--- src/rtl/ac_actuator.sv ---
// AC actuator: ramped fan speed with PWM drive, and a compressor controller
// that enforces minimum run and lockout times with a fan-loss override.
module ac_actuator #(
    parameter int PWM_PERIOD  = 16,
    parameter int RAMP_CYCLES = 8,
    parameter int MIN_ON      = 16,
    parameter int MIN_OFF     = 32
) (
    input  logic       clk,
    input  logic       reset,
    input  logic [2:0] fan_speed_cmd,
    input  logic [7:0] fan_heat_cmd,
    input  logic [6:0] coil_temp,
    output logic       fan_pwm,
    output logic [2:0] fan_speed_act,
    output logic       compressor_on,
    output logic       cmd_error,
    output logic [1:0] comp_state
);

    localparam int PW       = (PWM_PERIOD > 1) ? $clog2(PWM_PERIOD) : 1;
    localparam int DW       = $clog2(PWM_PERIOD + 1);
    localparam int RW       = (RAMP_CYCLES > 1) ? $clog2(RAMP_CYCLES) : 1;
    localparam int CMAX     = (MIN_ON > MIN_OFF) ? MIN_ON : MIN_OFF;
    localparam int CW       = (CMAX > 1) ? $clog2(CMAX) : 1;
    localparam int DUTY_STEP = PWM_PERIOD / 4;

    typedef enum logic [1:0] {
        ST_IDLE    = 2'b00,
        ST_RUN     = 2'b01,
        ST_LOCKOUT = 2'b10,
        ST_BAD     = 2'b11
    } comp_state_t;

    logic [2:0]  speed_cmd_q, speed_cmd_d;
    logic [7:0]  heat_cmd_q, heat_cmd_d;
    logic [6:0]  coil_q, coil_d;
    logic        cmd_error_q, cmd_error_d;
    logic [2:0]  fan_speed_act_q, fan_speed_act_d;
    logic [RW-1:0] ramp_cnt_q, ramp_cnt_d;
    logic [PW-1:0] pwm_cnt_q, pwm_cnt_d;
    logic [DW-1:0] duty_q, duty_d;
    logic        fan_pwm_q, fan_pwm_d;
    comp_state_t state_q, state_d;
    logic [CW-1:0] state_cnt_q, state_cnt_d;
    logic        compressor_on_q, compressor_on_d;

    logic [2:0]  speed_target;
    logic [6:0]  heat_target;
    logic        demand;
    logic        pwm_wrap;

    always_comb begin
        speed_cmd_d  = fan_speed_cmd;
        heat_cmd_d   = fan_heat_cmd;
        coil_d       = coil_temp;
        speed_target = (speed_cmd_q > 3'd4) ? 3'd4 : speed_cmd_q;
        heat_target  = (heat_cmd_q > 8'd127) ? 7'd0 : heat_cmd_q[6:0];
        cmd_error_d  = (speed_cmd_q > 3'd4) || (heat_cmd_q > 8'd127);
    end

    // The ramp counter keeps running across target changes; only the direction follows the target.
    always_comb begin
        ramp_cnt_d      = ramp_cnt_q;
        fan_speed_act_d = fan_speed_act_q;
        if (fan_speed_act_q == speed_target) begin
            ramp_cnt_d = '0;
        end else if (ramp_cnt_q == RW'(RAMP_CYCLES - 1)) begin
            ramp_cnt_d = '0;
            if (fan_speed_act_q < speed_target) begin
                fan_speed_act_d = fan_speed_act_q + 3'd1;
            end else begin
                fan_speed_act_d = fan_speed_act_q - 3'd1;
            end
        end else begin
            ramp_cnt_d = ramp_cnt_q + RW'(1);
        end
    end

    // Duty only reloads at the period boundary so a full-on period never glitches low.
    always_comb begin
        pwm_wrap  = (pwm_cnt_q == PW'(PWM_PERIOD - 1));
        pwm_cnt_d = pwm_wrap ? '0 : pwm_cnt_q + PW'(1);
        duty_d    = duty_q;
        if (pwm_wrap) begin
            duty_d = DW'(fan_speed_act_q) * DW'(DUTY_STEP);
        end
        fan_pwm_d = (DW'(pwm_cnt_q) < duty_q);
    end

    always_comb begin
        demand = (fan_speed_act_q != 3'd0) && (heat_target != 7'd0) &&
                 (coil_q > heat_target);
    end

    always_comb begin
        state_d     = state_q;
        state_cnt_d = state_cnt_q;
        case (state_q)
            ST_IDLE: begin
                if (demand) begin
                    state_d     = ST_RUN;
                    state_cnt_d = '0;
                end
            end
            ST_RUN: begin
                if (fan_speed_act_q == 3'd0) begin
                    state_d     = ST_LOCKOUT;
                    state_cnt_d = '0;
                end else if (!demand && (state_cnt_q == CW'(MIN_ON - 1))) begin
                    state_d     = ST_LOCKOUT;
                    state_cnt_d = '0;
                end else if (state_cnt_q != CW'(MIN_ON - 1)) begin
                    state_cnt_d = state_cnt_q + CW'(1);
                end
            end
            ST_LOCKOUT: begin
                if (state_cnt_q == CW'(MIN_OFF - 1)) begin
                    state_d     = ST_IDLE;
                    state_cnt_d = '0;
                end else begin
                    state_cnt_d = state_cnt_q + CW'(1);
                end
            end
            default: begin
                state_d     = ST_LOCKOUT;
                state_cnt_d = '0;
            end
        endcase
        compressor_on_d = (state_d == ST_RUN);
    end

    always_ff @(posedge clk or negedge reset) begin
        if (!reset) begin
            speed_cmd_q     <= '0;
            heat_cmd_q      <= '0;
            coil_q          <= '0;
            cmd_error_q     <= 1'b0;
            fan_speed_act_q <= '0;
            ramp_cnt_q      <= '0;
            pwm_cnt_q       <= '0;
            duty_q          <= '0;
            fan_pwm_q       <= 1'b0;
            state_q         <= ST_IDLE;
            state_cnt_q     <= '0;
            compressor_on_q <= 1'b0;
        end else begin
            speed_cmd_q     <= speed_cmd_d;
            heat_cmd_q      <= heat_cmd_d;
            coil_q          <= coil_d;
            cmd_error_q     <= cmd_error_d;
            fan_speed_act_q <= fan_speed_act_d;
            ramp_cnt_q      <= ramp_cnt_d;
            pwm_cnt_q       <= pwm_cnt_d;
            duty_q          <= duty_d;
            fan_pwm_q       <= fan_pwm_d;
            state_q         <= state_d;
            state_cnt_q     <= state_cnt_d;
            compressor_on_q <= compressor_on_d;
        end
    end

    assign fan_pwm       = fan_pwm_q;
    assign fan_speed_act = fan_speed_act_q;
    assign compressor_on = compressor_on_q;
    assign cmd_error     = cmd_error_q;
    assign comp_state    = state_q;

endmodule

--- config.mk ---
export PLATFORM = sky130hd
export DESIGN_NAME = ac_actuator
export DESIGN_NICKNAME = d
export VERILOG_FILES = /design/src/rtl/ac_actuator.sv
export SDC_FILE = /design/constraint.sdc
export NUM_CORES = 1
export LEC_CHECK = 0
export ABC_CLOCK_PERIOD_IN_PS = 3300
export CAP_MARGIN = 20
export CORE_MARGIN = 2
export CORE_UTILIZATION = 54
export DETAILED_ROUTE_END_ITERATION = 12
export GPL_ROUTABILITY_DRIVEN = 0
export GPL_TIMING_DRIVEN = 0
export PLACE_DENSITY = 0.8
export SLEW_MARGIN = 20
export SYNTH_ARGS = -nofsm -noshare
export SYNTH_HDL_FRONTEND = slang
export SYNTH_SLANG_ARGS = --single-unit
--- constraint.sdc ---
create_clock -name clk -period 3.3 [get_ports clk]
set_clock_uncertainty 0.2 [all_clocks]
set_input_delay 0.495 -clock clk [delete_from_list [all_inputs] [get_ports clk]]
set_output_delay 0.495 -clock clk [all_outputs]
set_load 0.005 [all_outputs]
Word-level counts from Yosys, hierarchy flattened
Cells that the tools add are included.
- bits in registers: 41
- output and inout port bits: 8
- word-level logic and storage cells: 62
- add/sub/neg operators: 5
- magnitude comparators: 5
- equality and inequality tests: 11
- mux-type cells: 17
- bitwise gates (word level): 1
- reductions and logical operators: 11
- operator list (kind ; count):
    2-to-1 mux 5 bit ; 5
    case mux 5 bit (3 select lines) ; 1
    2-to-1 mux 3 bit ; 4
    > comparator 8 x 7 -> 1 bit, second input constant ; 1
    2-to-1 mux 2 bit ; 4
    > comparator 7 bit ; 1
    2-to-1 mux 7 bit ; 1
    nonzero test 7 bit ; 1
    adder 3 x 1 -> 3 bit, second input constant ; 2
    case mux 2 bit (3 select lines) ; 1
    adder 5 x 1 -> 5 bit, second input constant ; 1
    equality test 5 x 4 -> 1 bit, second input constant ; 1
    equality test 5 bit, second input constant ; 1
    less-than comparator 4 x 5 -> 1 bit ; 1
    inequality test 5 x 4 -> 1 bit, second input constant ; 1
    adder 4 x 1 -> 4 bit, second input constant ; 1
    equality test 2 x 1 -> 1 bit, second input constant ; 2
    equality test 4 bit, second input constant ; 1
    2-to-1 mux 4 bit ; 1
    inequality test 4 bit, second input constant ; 1
    AND reduction 2 bit ; 2
    equality test 3 bit ; 1
    equality test 3 bit, second input constant ; 1
    > comparator 3 bit, second input constant ; 1
    other kinds (11) ; 13

Logic depth before layout (Yosys ltp)
- depth after elaboration: 11
- mapped depth: 10

Worst setup path after synthesis
No wires, ideal clock.
- kind: register to register
- from: reg heat_cmd_q[7]
- to: reg state_cnt_q[2]
- data arrival time: 2.098 ns
- required time: 2.963 ns
- slack: 0.866 ns
- stages on the path, launching flop included: 9
- buffers on the path: 0
- clock period less this slack: 2.434 ns
- cell sequence: dfrtp_1 -> nand2b_1 -> ha_1 -> and4_4 -> a21boi_4 -> o211ai_4 -> mux2i_2 -> nand2b_4 -> o311ai_4
- word-level cells in the longest chain between the ends: 10
- ends and longest elaborated chain (element ; line ; RTL):
    start: declaration ; 36 ; logic [7:0] heat_cmd_q, heat_cmd_d;
    start signal: assignment ; 149 ; heat_cmd_q <= heat_cmd_d;
    > comparator 8 x 7 -> 1 bit (*) ; 58 ; heat_target = (heat_cmd_q > 8'd127) ? 7'd0 : heat_cmd_q[6:0];
    2-to-1 mux 7 bit (*) ; 58 ;
    branches (longest 2 deep; another with > comparator 7 bit) ; - ;
    logical AND 1 bit (*) ; 92 ; demand = (fan_speed_act_q != 3'd0) && (heat_target != 7'd0) &&
    zero test 1 bit ; 110 ; end else if (!demand && (state_cnt_q == CW'(MIN_ON - 1))) begin
    logical AND 1 bit ; 110 ;
    2-to-1 mux 5 bit ; 110 ;
    2-to-1 mux 5 bit ; 107 ; if (fan_speed_act_q == 3'd0) begin
    case mux 5 bit (3 select lines) ; 99 ; case (state_q)
    end signal: assignment ; 158 ; state_cnt_q <= state_cnt_d;
    end: declaration ; 45 ; logic [CW-1:0] state_cnt_q, state_cnt_d;
Every way passes the cells marked *.
A chain may end at the register's enable or synchronous reset.

Worst setup path after layout
Same ends and word-level chain as after synthesis.

==> results_dict.tcl <==
set metrics [dict create \
    timing.rr.start "heat_cmd_q[7]" \
    drt_first_pass_iters 4 \
    critPathMaxFanout 9 \
    slowest_stage "dfrtp_1" \
    multi_input_area_um2 900 \
    p_sw_mw 0.500 \
    synth_compound_area_share_pct 12.5 \
    power_leakage_nw 1.07 \
    min_period_over_period_pct 83.1 \
    post_cts_buffers 0 \
    ys_warn_count 0 \
    netlist_instances 162 \
    synth_area_um2 1980 \
    synth_ff_type "dfrtp_1" \
    postLayoutCoreUtil_pct 70.6 \
    cts_tree "yes" \
    synthAdderAreaFrac_pct 14.3 \
    synthArstFlopShare_pct 100 \
    synth_nets 204 \
    drc 0 \
    chipHeight_um 64.5 \
    hold_ws_ns 0.249 \
    wire_per_inst_um 14.7 \
    viasPerCell 5.38 \
    drt-total-wl_um 3590 \
    io_buffers 27 \
    vias 1317 \
    grt_usage_pct 20.3 \
    io_pins 28 \
    reg2reg_depth 8 \
    p_int_mw 1.03 \
    path_clk_slew_ns 0.13 \
    min_path_type "reg2reg" \
    critPathKind "reg2reg" \
    die_area_um2 4160 \
    fmax_mhz 365 \
    layout_min_cycle_time_ns 2.74 \
    min_to "ramp_cnt_q[0]" \
    finalSetupViolCount 0 \
    status "finished, final reports clean" \
    area_delta_synth_final_pct 21.9 \
    rsz0062_at_grt "false" \
    cpLargestDelayFamily "simple AND/OR/NAND/NOR gates" \
    power_mw 1.53 \
    p_clk_share_pct 21.0 \
    hold_viol 0 \
    drive_gt1_share_pct 13.1 \
    synth_top_family_by_area "simple AND/OR/NAND/NOR gates" \
    n_antenna_cell 0 \
    rrSetupSlack_ns 0.56 \
    start_util_pct 57.9 \
    worstPathArrival_ns 2.75 \
    synth_seq_cells 41 \
    irDropWorstVdd_mv 0.431 \
    slew_violations 0 \
    pwr-share-seq_pct 44.2 \
    ys_seq_area_share_pct 51.9 \
    tightest_slew_ns 0.397 \
    synth_mux_area_share_pct 2.40 \
    synthXorXnorAreaFrac_pct 1.77 \
    r2r-end "state_cnt_q[2]" \
    hold_path_depth 1 \
    grt_pass1_vias 1426 \
    crit_path_end_kind "flop" \
    crit_cells 8 \
    synth_area_per_cell_um2 12.2 \
    register_area_um2 1030 \
    min_from "ramp_cnt_q[0]" \
    cts.sinks 41 \
    crit_chain "nand2b_1 > ha_1 > and4_4 > a21boi_4 > o211ai_4 > mux2i_2 > nand2b_4 > o311ai_4" \
    slew_headroom_pct 73.0 \
    drv_cap 0 \
    grt-ovfl-total 0 \
    synthSimpleGateAreaFrac_pct 14.5 \
    grt_pass1_wl_um 6460 \
    grt_max_degree 32 \
    h-tree-depth 2 \
    switching_share_pct 32.7 \
    startpoint "heat_cmd_q[7]" \
    worst_skew_pair.late_latency_ns 0.35 \
    clockBufferDepth 2 \
    grt_antenna_before_repair 0 \
    synth_edf_count 0 \
    die_w_um 64.5 \
    cpPeakStageDelay_ns 0.50 \
    core_area_um2 3420 \
    power.density_nw_per_um2 634 \
    cts_inserted_buffers 5 \
    drtIter0Drc 54 \
    nFillCells 249 \
    cp-start-kind "flop" \
    std_cell_rows 21 \
    antenna_left 0 \
    cts_root_buf "clkbuf_4" \
    critPathRequiredTime_ns 3.31 \
    place_hpwl_um 2670 \
    nNetsFinal 240 \
    fin_setup_tns_ns 0 \
    cp_num_buf_inv 0 \
    yosys.cell_types.count 41 \
    pwr-share-comb_pct 34.8 \
]
power by group through the flow:
stage | combinational, mW | clock, mW | sequential (mW)
finish | 0.532 | 0.321 | 0.676
global route | 0.607 | 0.351 | 0.690
CTS | 0.535 | 0.330 | 0.678
detailed placement | 0.523 | 0 | 0.688
global placement | 0.490 | 0 | 0.679
floorplan | 0.346 | 0 | 0.669
registers in the layout, summed over array words and instances, names as in the netlist:
signal / flops
coil_q: 7
comp_state: 2
heat_cmd_q: 8
duty_q: 3
ramp_cnt_q: 3
pwm_cnt_q: 4
fan_speed_act: 3
compressor_on: 1
fan_pwm: 1
state_cnt_q: 5
cmd_error: 1
speed_cmd_q: 3
worst reg2reg max path, cell delays in order, from the launching register on:
cell and delay (ns):
dfrtp_1 0.50, nand2b_1 0.19, ha_1 0.31, and4_4 0.21, a21boi_4 0.14, o211ai_4 0.29, mux2i_2 0.45, nand2b_4 0.25
o311ai_4 0.08
repair_timing:
action | 4_1_cts | 5_1_grt
hold buffers | 1 | 0
resized for setup | 0 | 0
hold endpoints to repair | 10 | 0
cells in the final DEF, fill, tap and decap left out, drive strengths merged, types with 2 or more instances in the layout:
cell and n:
a31oi 2, dfrtp 41, nor2b 6, a21boi 2, nand2b 10, a211oi 3
xor2 2, clkbuf 6, clkinv 2, clkdlybuf4s50 26, nor3 3, nand3 6
ha 21, and3 2, o21ai 9, or3 2, a21oi 7, nand2 9
mux2 3, buf 2, nor2 3, xnor2 2, inv 13
kinds of logic (layout without fill, tap and decap cells):
logic type               count (synthesis)  after routing
AO/OA/AOI/OAI                           29             29
flip-flops                              41             41
buffers and inverters                   14             51
AND/OR/NAND/NOR                         48             48
XOR/XNOR                                 4              4
adder cells (fa/ha/maj)                 22             22
multiplexers                             4              4
metal layers:
metal / routed length [µm] / share of wire [%] / vias to the layer above / track usage (%)
met3: 138 / 3.8 / 9 / 5.73
li1: - / - / 638 / -
met5: 0 / 0 / - / 0
met2: 1830 / 51 / 26 / 34.9
met4: 82 / 2.3 / 0 / 8.78
met1: 1540 / 43 / 644 / 23.9
how the worst max path moves through the flow:
stage | end
after global placement | ramp_cnt_q[0]
after floorplan | state_cnt_q[2]
final | state_cnt_q[2]
after global routing | state_cnt_q[2]
after detailed placement | state_cnt_q[2]
after CTS | state_cnt_q[2]
metrics by stage:
step,setup WS (ns),instances,cell area [µm²]
6_report,0.559,245,2410
4_1_cts,0.560,245,2410
2_1_floorplan,0.866,162,1980
5_1_grt,0.420,245,2410
3_5_place_dp,0.617,236,2320
3_3_place_gp,0.666,235,2310
area by class of cell:
class / count / share of cell area (%)
clock buffers: 6 / 1.71
multi-input cells: 107 / 37.3
flip-flops and latches: 41 / 42.6
repair buffers: 29 / 12.2
well taps: 46 / 2.39
inverters: 14 / 2.18
clock inverters: 2 / 1.61
synthesized netlist by cell type (2+ instances only):
master / instances / area share, %
dfrtp_1: 41 / 52
ha_1: 21 / 13
inv_1: 12 / 2.3
nand2_1: 9 / 1.7
nand2b_1: 9 / 2.8
a21oi_1: 6 / 1.5
nand3_1: 6 / 1.5
nor2b_1: 6 / 1.9
o21ai_0: 5 / 1.3
o21ai_1: 4 / 1.0
a211oi_2: 3 / 1.9
mux2_2: 3 / 1.7
nor2_1: 3 / 0.57
a31oi_1: 2 / 0.63
and3_1: 2 / 0.63
nor3_1: 2 / 0.51
or3_1: 2 / 0.63
xnor2_1: 2 / 0.89
xor2_1: 2 / 0.89
No activity file was read; power rests on OpenSTA's default activity.
